## src/rtl/tx_sched_arb_pkg.sv

```systemverilog
// Shared types and constants for the TX scheduler: FSM state, op_id width, frame field layout.
// Latency: n/a (declarations only).
// Backpressure: n/a.
package tx_sched_pkg;

    localparam int OP_ID_W = 8;

    // Frame layout: {ignored upper bits, wr_rd_s, addr, wr_data}
    localparam int FLD_WDAT_LSB = 0;

    typedef enum logic [1:0] {
        IDLE  = 2'd0,
        RD    = 2'd1,
        CAP   = 2'd2,
        ISSUE = 2'd3
    } state_t;

    // LSB of the address field for a given switch-interface width
    function automatic int fld_addr_lsb(input int w);
        return w;
    endfunction

    // Bit position of the write/read select for a given switch-interface width
    function automatic int fld_wr_bit(input int w);
        return 2 * w;
    endfunction

    // Channel index width, never below one bit so a single channel still compiles
    function automatic int idx_width(input int n);
        return (n > 1) ? $clog2(n) : 1;
    endfunction

endpackage

```

## src/rtl/tx_sched_arb_if.sv

```systemverilog
// Bundle of FIFO-side, switch-side and RX-feedback signals around the TX scheduler.
// Latency: n/a (wiring only).
// Backpressure: sw_busy/empty_in gate arbitration; outstanding limit gates grants.
interface tx_sched_arb_if #(
    parameter int NUM_SW_INST = 5,
    parameter int W_WIDTH     = 8,
    parameter int FRAME_WIDTH = 32,
    parameter int MAX_OUT     = 4
);
    import tx_sched_pkg::*;

    localparam int CNT_W = $clog2(MAX_OUT + 1);

    // Environment -> scheduler
    logic                               mode;
    logic [NUM_SW_INST-1:0]             empty_in;
    logic [NUM_SW_INST-1:0]             full_in;
    logic [NUM_SW_INST-1:0]             sw_busy;
    logic [NUM_SW_INST*FRAME_WIDTH-1:0] frame_in;
    logic                               rsp_done;

    // Scheduler -> environment
    logic [NUM_SW_INST-1:0]             fifo_rd_en;
    logic [NUM_SW_INST-1:0]             sel_en;
    logic [W_WIDTH-1:0]                 addr;
    logic [W_WIDTH-1:0]                 wr_data;
    logic                               wr_rd_s;
    logic [OP_ID_W-1:0]                 op_id;
    logic                               issue_valid;
    logic [CNT_W-1:0]                   outstanding;
    logic                               err_underflow;

    // Scheduler side: drives FIFO pops and the switch bus
    modport master (
        input  mode, empty_in, full_in, sw_busy, frame_in, rsp_done,
        output fifo_rd_en, sel_en, addr, wr_data, wr_rd_s, op_id,
               issue_valid, outstanding, err_underflow
    );

    // FIFO / switch / RX side
    modport slave (
        output mode, empty_in, full_in, sw_busy, frame_in, rsp_done,
        input  fifo_rd_en, sel_en, addr, wr_data, wr_rd_s, op_id,
               issue_valid, outstanding, err_underflow
    );

endinterface

```

## src/rtl/tx_sched_arb_arbiter.sv

```systemverilog
// Combinational channel picker: fixed priority (lowest index) or round-robin after a pointer.
// Latency: 0 cycles, pure combinational.
// Backpressure: none; an all-zero candidate vector simply yields no grant.
module sched_rr_arbiter #(
    parameter int N     = 5,
    parameter int IDX_W = 3
) (
    input  logic [N-1:0]     i_cand,
    input  logic             i_mode,
    input  logic [IDX_W-1:0] i_ptr,
    output logic             o_gnt_vld,
    output logic [N-1:0]     o_gnt_oh,
    output logic [IDX_W-1:0] o_gnt_idx
);

    // Pick the winner; loops run from the far end so the first match in search order overwrites last
    always_comb begin
        int w_c;
        w_c       = 0;
        o_gnt_vld = |i_cand;
        o_gnt_idx = '0;
        if (i_mode) begin
            for (int i = N - 1; i >= 0; i--) begin
                if (i_cand[i]) o_gnt_idx = IDX_W'(i);
            end
        end else begin
            // Search order is ptr+1, ptr+2, ... wrapping, ending at ptr itself
            for (int k = N; k >= 1; k--) begin
                w_c = int'(i_ptr) + k;
                if (w_c >= N) w_c = w_c - N;
                if (i_cand[w_c]) o_gnt_idx = IDX_W'(w_c);
            end
        end
        o_gnt_oh = o_gnt_vld ? (N'(1) << o_gnt_idx) : '0;
    end

endmodule

```

## src/rtl/tx_sched_arb.sv

```systemverilog
// TX scheduler: arbitrates FIFOs, pops the winner, captures its frame and issues it to the switch.
// Latency: grant at T, FIFO pop at T+1, frame capture at T+2, issue strobe at T+3; one issue per 4 cycles max.
// Backpressure: no grant while outstanding == MAX_OUT or no eligible channel; a grant always completes.
module tx_sched_arb
    import tx_sched_pkg::*;
#(
    parameter int NUM_SW_INST = 5,
    parameter int W_WIDTH     = 8,
    parameter int FRAME_WIDTH = 32,
    parameter int MAX_OUT     = 4
) (
    input logic           clk,
    input logic           rst,
    tx_sched_arb_if.master bus
);

    localparam int IDX_W    = idx_width(NUM_SW_INST);
    localparam int CNT_W    = $clog2(MAX_OUT + 1);
    localparam int ADDR_LSB = fld_addr_lsb(W_WIDTH);
    localparam int WR_BIT   = fld_wr_bit(W_WIDTH);

    state_t                 r_state;
    state_t                 w_state_nxt;

    logic [IDX_W-1:0]       r_win_idx;
    logic [NUM_SW_INST-1:0] r_win_oh;
    logic [IDX_W-1:0]       r_ptr;

    logic [W_WIDTH-1:0]     r_addr;
    logic [W_WIDTH-1:0]     r_wdat;
    logic                   r_wr;

    logic [OP_ID_W-1:0]     r_op_id;
    logic [CNT_W-1:0]       r_outstanding;
    logic                   r_err;

    logic [NUM_SW_INST-1:0] w_elig;
    logic [NUM_SW_INST-1:0] w_urg;
    logic [NUM_SW_INST-1:0] w_cand;
    logic                   w_gnt_vld;
    logic [NUM_SW_INST-1:0] w_gnt_oh;
    logic [IDX_W-1:0]       w_gnt_idx;
    logic                   w_grant;
    logic                   w_issue;

    logic [W_WIDTH-1:0]     w_frm_addr;
    logic [W_WIDTH-1:0]     w_frm_wdat;
    logic                   w_frm_wr;

    // Full FIFOs that could be served pre-empt everything else
    assign w_elig  = ~bus.empty_in & ~bus.sw_busy;
    assign w_urg   = w_elig & bus.full_in;
    assign w_cand  = (|w_urg) ? w_urg : w_elig;

    sched_rr_arbiter #(
        .N     (NUM_SW_INST),
        .IDX_W (IDX_W)
    ) u_arb (
        .i_cand    (w_cand),
        .i_mode    (bus.mode),
        .i_ptr     (r_ptr),
        .o_gnt_vld (w_gnt_vld),
        .o_gnt_oh  (w_gnt_oh),
        .o_gnt_idx (w_gnt_idx)
    );

    assign w_grant = (r_state == IDLE) && w_gnt_vld && (r_outstanding < CNT_W'(MAX_OUT));
    assign w_issue = (r_state == ISSUE);

    // Select the winner's frame fields out of the flattened FIFO read bus
    always_comb begin
        w_frm_addr = '0;
        w_frm_wdat = '0;
        w_frm_wr   = 1'b0;
        for (int i = 0; i < NUM_SW_INST; i++) begin
            if (r_win_idx == IDX_W'(i)) begin
                w_frm_wdat = bus.frame_in[i*FRAME_WIDTH + FLD_WDAT_LSB +: W_WIDTH];
                w_frm_addr = bus.frame_in[i*FRAME_WIDTH + ADDR_LSB +: W_WIDTH];
                w_frm_wr   = bus.frame_in[i*FRAME_WIDTH + WR_BIT];
            end
        end
    end

    // FSM state register
    always_ff @(posedge clk) begin
        if (rst) r_state <= IDLE;
        else     r_state <= w_state_nxt;
    end

    // FSM next state: once granted, the transaction runs to ISSUE regardless of inputs
    always_comb begin
        w_state_nxt = r_state;
        case (r_state)
            IDLE:    if (w_grant) w_state_nxt = RD;
            RD:      w_state_nxt = CAP;
            CAP:     w_state_nxt = ISSUE;
            ISSUE:   w_state_nxt = IDLE;
            default: w_state_nxt = IDLE;
        endcase
    end

    // FSM outputs: FIFO pop only in RD, switch bus only in ISSUE, zero elsewhere
    always_comb begin
        bus.fifo_rd_en  = '0;
        bus.sel_en      = '0;
        bus.addr        = '0;
        bus.wr_data     = '0;
        bus.wr_rd_s     = 1'b0;
        bus.op_id       = '0;
        bus.issue_valid = 1'b0;
        case (r_state)
            RD: bus.fifo_rd_en = r_win_oh;
            ISSUE: begin
                bus.sel_en      = r_win_oh;
                bus.addr        = r_addr;
                bus.wr_data     = r_wdat;
                bus.wr_rd_s     = r_wr;
                bus.op_id       = r_op_id;
                bus.issue_valid = 1'b1;
            end
            default: ;
        endcase
    end

    assign bus.outstanding   = r_outstanding;
    assign bus.err_underflow = r_err;

    // Winner latch, round-robin pointer and frame capture (FIFO data valid the cycle after the pop)
    always_ff @(posedge clk) begin
        if (rst) begin
            r_win_idx <= '0;
            r_win_oh  <= '0;
            r_ptr     <= IDX_W'(NUM_SW_INST - 1);
            r_addr    <= '0;
            r_wdat    <= '0;
            r_wr      <= 1'b0;
        end else begin
            if (w_grant) begin
                r_win_idx <= w_gnt_idx;
                r_win_oh  <= w_gnt_oh;
                r_ptr     <= w_gnt_idx;
            end
            if (r_state == CAP) begin
                r_addr <= w_frm_addr;
                r_wdat <= w_frm_wdat;
                r_wr   <= w_frm_wr;
            end
        end
    end

    // op_id tag, outstanding count and sticky underflow flag
    always_ff @(posedge clk) begin
        if (rst) begin
            r_op_id       <= '0;
            r_outstanding <= '0;
            r_err         <= 1'b0;
        end else begin
            if (w_issue) r_op_id <= r_op_id + OP_ID_W'(1);
            // A response landing on the issue cycle cancels the increment
            if (w_issue && !bus.rsp_done) begin
                r_outstanding <= r_outstanding + CNT_W'(1);
            end else if (!w_issue && bus.rsp_done) begin
                if (r_outstanding != '0) r_outstanding <= r_outstanding - CNT_W'(1);
                else                     r_err         <= 1'b1;
            end
        end
    end

endmodule
```

## src/flat_wrapper.sv

```systemverilog
// flat-port wrapper written by rule: the top's interface ports become plain ports
module tx_sched_arb_flat import tx_sched_pkg::*;
#(
    parameter int NUM_SW_INST = 5,
    parameter int W_WIDTH     = 8,
    parameter int FRAME_WIDTH = 32,
    parameter int MAX_OUT     = 4
)
  (clk, rst, bus_mode, bus_empty_in, bus_full_in, bus_sw_busy, bus_frame_in, bus_rsp_done, bus_fifo_rd_en, bus_sel_en, bus_addr, bus_wr_data, bus_wr_rd_s, bus_op_id, bus_issue_valid, bus_outstanding, bus_err_underflow);
  tx_sched_arb_if #(.NUM_SW_INST(NUM_SW_INST), .W_WIDTH(W_WIDTH), .FRAME_WIDTH(FRAME_WIDTH), .MAX_OUT(MAX_OUT)) bus_i ();
  input logic clk;
  input logic rst;
  input wire logic [$bits(bus_i.mode)-1:0] bus_mode;
  input wire logic [$bits(bus_i.empty_in)-1:0] bus_empty_in;
  input wire logic [$bits(bus_i.full_in)-1:0] bus_full_in;
  input wire logic [$bits(bus_i.sw_busy)-1:0] bus_sw_busy;
  input wire logic [$bits(bus_i.frame_in)-1:0] bus_frame_in;
  input wire logic [$bits(bus_i.rsp_done)-1:0] bus_rsp_done;
  output wire logic [$bits(bus_i.fifo_rd_en)-1:0] bus_fifo_rd_en;
  output wire logic [$bits(bus_i.sel_en)-1:0] bus_sel_en;
  output wire logic [$bits(bus_i.addr)-1:0] bus_addr;
  output wire logic [$bits(bus_i.wr_data)-1:0] bus_wr_data;
  output wire logic [$bits(bus_i.wr_rd_s)-1:0] bus_wr_rd_s;
  output wire logic [$bits(bus_i.op_id)-1:0] bus_op_id;
  output wire logic [$bits(bus_i.issue_valid)-1:0] bus_issue_valid;
  output wire logic [$bits(bus_i.outstanding)-1:0] bus_outstanding;
  output wire logic [$bits(bus_i.err_underflow)-1:0] bus_err_underflow;
  assign bus_i.mode = bus_mode;
  assign bus_i.empty_in = bus_empty_in;
  assign bus_i.full_in = bus_full_in;
  assign bus_i.sw_busy = bus_sw_busy;
  assign bus_i.frame_in = bus_frame_in;
  assign bus_i.rsp_done = bus_rsp_done;
  assign bus_fifo_rd_en = bus_i.fifo_rd_en;
  assign bus_sel_en = bus_i.sel_en;
  assign bus_addr = bus_i.addr;
  assign bus_wr_data = bus_i.wr_data;
  assign bus_wr_rd_s = bus_i.wr_rd_s;
  assign bus_op_id = bus_i.op_id;
  assign bus_issue_valid = bus_i.issue_valid;
  assign bus_outstanding = bus_i.outstanding;
  assign bus_err_underflow = bus_i.err_underflow;
  tx_sched_arb #(.NUM_SW_INST(NUM_SW_INST), .W_WIDTH(W_WIDTH), .FRAME_WIDTH(FRAME_WIDTH), .MAX_OUT(MAX_OUT)) u_core (.clk(clk), .rst(rst), .bus(bus_i));
endmodule
```

## config.mk

```make
export PLATFORM = sky130hd
export DESIGN_NAME = tx_sched_arb_flat
export DESIGN_NICKNAME = d
export VERILOG_FILES = /design/src/rtl/tx_sched_arb_pkg.sv /design/src/rtl/tx_sched_arb_if.sv /design/src/rtl/tx_sched_arb_arbiter.sv /design/src/rtl/tx_sched_arb.sv /design/src/flat_wrapper.sv
export SDC_FILE = /design/constraint.sdc
export NUM_CORES = 1
export LEC_CHECK = 0
export CORE_MARGIN = 2
export CORE_UTILIZATION = 39
export DETAILED_ROUTE_END_ITERATION = 6
export PLACE_DENSITY = 0.87
export SLEW_MARGIN = 20
export SYNTH_ARGS = -nofsm -noshare
export SYNTH_HDL_FRONTEND = slang
export SYNTH_SLANG_ARGS = --single-unit
```

## constraint.sdc

```tcl
create_clock -name clk -period 3.87 [get_ports clk]
set_clock_uncertainty 0.05 [all_clocks]
set_input_delay 0.774 -clock clk [delete_from_list [all_inputs] [get_ports clk]]
set_output_delay 0.774 -clock clk [all_outputs]
set_load 0.02 [all_outputs]
```

==> metrics <==
post-synthesis cell area=0.00376 mm2; core occupancy in the finished layout=between 50% and 60%; final std cell area, no fill=0.00545 mm2; Syn. warnings=0; number of synthesized register bits=40; CTS tree=yes; static leakage=2.02 nW; antenna violations before repair=0; Die Area=about 0.010 mm2; Via-to-Cell Ratio=5.79; Post-DP HPWL=9.78 mm; final critical-path share of the clock period=92.9%; number of buffers and inverters on the critical path=1; wire length of the first global-routing pass=between 15 and 20 mm; floorplan core area=0.00928 mm2; # fillers=833; total power=0.00378 W; post-CTS setup buffer count=0; number of unique standard cell types used by synthesis=63; maximum VDD drop=0.354 mV; last weighted congestion value of the routability-driven placer=0.963; most frequent cells after synthesis=sky130_fd_sc_hd__nor2_1, sky130_fd_sc_hd__dfxtp_1, sky130_fd_sc_hd__and2_1; status=complete, no violations; post_cts resized=0; Net Count, Synth=702; insertion delay to the later sink of the worst-skew pair=0.29 ns; required time reported for the critical path endpoint=4.02 ns; routed len/inst=about 17 um; RSZ-0062 raised after global routing=false; kind of capture point of the worst setup path=flip-flop; DRC marker count from the first detailed-route iteration=369; highest cell delay on the worst timing path=0.48 ns; PwrDens=693 mW/mm2; count of hold buffers inserted by post-cts repair=0; top-level I/O count=219; overall fraction of global-route tracks in use=23.2%; most frequently used cell type in the post-synthesis netlist=sky130_fd_sc_hd__nor2_1; global-route congestion overflow total=0; cell type with the largest total area after synthesis=sky130_fd_sc_hd__dfxtp_1; cell type group with the largest total delay on the critical path=compound AO/OA/AOI/OAI gates; number of detailed-routing iterations run before antenna repair=5; DRC violation count after routing=0; number of buffers added on ports=143; vias in the first global route=between 4000 and 5000; leading register cell type out of synthesis=sky130_fd_sc_hd__dfxtp_1; H-tree level count=2; number of synthesized flops with an enable pin=0; signed area change from the synthesized netlist to the final layout=45.1%; Worst Tran Pin Value=1.10 ns; number of hold violations in the final report=0; Num CTS Buffers=5; synthesized area divided by synthesized cell count=7.48 um2; top area cells in the synthesized netlist=sky130_fd_sc_hd__dfxtp_1, sky130_fd_sc_hd__a211oi_1, sky130_fd_sc_hd__ha_1; floorplan die height=102 um; width of the die=102 um; final number of max-transition violations=0; buffers from clock root to sink, at most=2; number of sinks handled by clock tree synthesis=40; share of the synthesized area in the top cell type=21.3%; sum of routed wire length over all layers=12.6 mm; maxcap violations=0; row cnt=35; kind of start point of the critical path=input port; initial cell density of the core=about two fifths; path type of the worst min-delay path=flip-flop to flip-flop; crit-path max FO=4; CP max stage cell=sky130_fd_sc_hd__clkdlybuf4s50_1; final net count=between 800 and 900; register area share after synthesis=21.3%; cell chain of the critical path=clkdlybuf4s50_1 > or3b_1 > a41oi_1 > nor4_1 > o211ai_1 > o221ai_1 > a311o_1 > a211o_1 > o31ai_1; library cell used as clock root buffer=sky130_fd_sc_hd__clkbuf_8; category of the critical setup timing path=input port to flip-flop; f_max=around 280 MHz; Worst Path Arrival=3.75 ns; fraction of layout instances using a drive strength above 1=5.87%; total via count in the routed design=4396; Final setup viols=0; number of standard cells after synthesis=502; number of routed nets with antenna violations=0; Post-DP Area=0.00532 mm2; proportion of register bits with asynchronous set or reset after synthesis=0%; pin count of the biggest net entering global routing=42; # diodes=0; final worst path period need=3.60 ns; CTS clock-pin slew for the worst setup and hold paths=0.08 ns; headroom to the max-slew limit=26.6%
placed cells by master, fill, tap and decap left out, types with 6 or more instances in the layout:
cell and instances:
sky130_fd_sc_hd__a211oi_1 38, sky130_fd_sc_hd__o21ai_0 23, sky130_fd_sc_hd__xor2_1 7, sky130_fd_sc_hd__a221oi_1 17, sky130_fd_sc_hd__buf_4 16, sky130_fd_sc_hd__nand2_1 27
sky130_fd_sc_hd__nor2b_1 9, sky130_fd_sc_hd__clkdlybuf4s50_1 143, sky130_fd_sc_hd__dfxtp_1 40, sky130_fd_sc_hd__nor3_1 6, sky130_fd_sc_hd__ha_1 19, sky130_fd_sc_hd__a22oi_1 19
sky130_fd_sc_hd__nand3b_1 6, sky130_fd_sc_hd__inv_1 14, sky130_fd_sc_hd__o31ai_1 8, sky130_fd_sc_hd__a21oi_1 23, sky130_fd_sc_hd__nor2_1 58, sky130_fd_sc_hd__nand3_1 11
sky130_fd_sc_hd__and2_1 39
state kept, by name, indices dropped and copies added, names as in the netlist:
signal and count:
u_core.bus.outstanding 3, u_core.r_ptr 3, u_core.r_op_id 8, u_core.bus.err_underflow 1
u_core.r_wr 1, u_core.r_wdat 8, u_core.r_win_idx 1, u_core.r_state 2
u_core.r_win_oh 5, u_core.r_addr 8
final timing paths:
kind / endpoint / from / cells after the start / slack [ns]
min: u_core.bus.err_underflow / u_core.bus.err_underflow / 2 / 0.43
max: u_core.r_win_oh[0] / bus_full_in[2] / 9 / 0.27
min reg2reg: u_core.bus.err_underflow / u_core.bus.err_underflow / 2 / 0.43
max reg2reg: u_core.r_win_oh[2] / u_core.r_ptr[1] / 11 / 0.40
report_power, final:
part	internal, W	leakage [nW]	switching (W)
Sequential	0.000540	0.326	0.0000949
Clock	0.000254	0.0642	0.000148
Combinational	0.00113	1.63	0.00161
tightest hold or removal path, cell delays in order, from the launching register on:
cell	delay (ns)
sky130_fd_sc_hd__dfxtp_1	0.33
sky130_fd_sc_hd__a21oi_1	0.04
sky130_fd_sc_hd__nor2_1	0.07
logic make-up after synthesis:
| kind of cell | count (synthesis) | share of synthesized area, % |
|---|---|---|
| and+or+nand+nor | 202 | 29.1 |
| AOI/OAI and AO/OA | 171 | 33.0 |
| buffers and inverters | 53 | 5.73 |
| DFF | 40 | 21.3 |
| adders and majority gates | 21 | 7.19 |
| xor gates and xnor gates | 10 | 2.33 |
| muxes | 5 | 1.33 |
through the flow:
stage / setup TNS, ns / cells / hold WS (ns) / setup WS, ns
6_report: 0 / 759 / 0.426 / 0.275
3_5_place_dp: -0.00449 / 752 / 0.412 / -0.00449
4_1_cts: 0 / 759 / 0.431 / 0.297
3_3_place_gp: 0 / 752 / 0.404 / 0.0595
2_1_floorplan: 0 / 502 / 0.390 / 0.831
5_1_grt: 0 / 759 / 0.455 / 0.105
final cells by class:
cell class / instances / area [um2] / share of cell area, %
multi-input cells: 409 / 2750 / 50.5
clock inverters: 2 / 60.1 / 1.10
repair buffers: 159 / 1550 / 28.5
inverters: 15 / 56.3 / 1.03
clock buffers: 5 / 68.8 / 1.26
flip-flops and latches: 40 / 801 / 14.7
well taps: 129 / 161 / 2.96
per-layer routing:
layer | GRT usage, % | vias to the layer above | part of all wire [%]
met5 | 0 | - | 0
met4 | 3.69 | 0 | 0.55
met3 | 3.01 | 8 | 6.7
met2 | 39.8 | 190 | 49
met1 | 31.7 | 2068 | 43
li1 | - | 2130 | -
(Power assumes the default switching activity.)
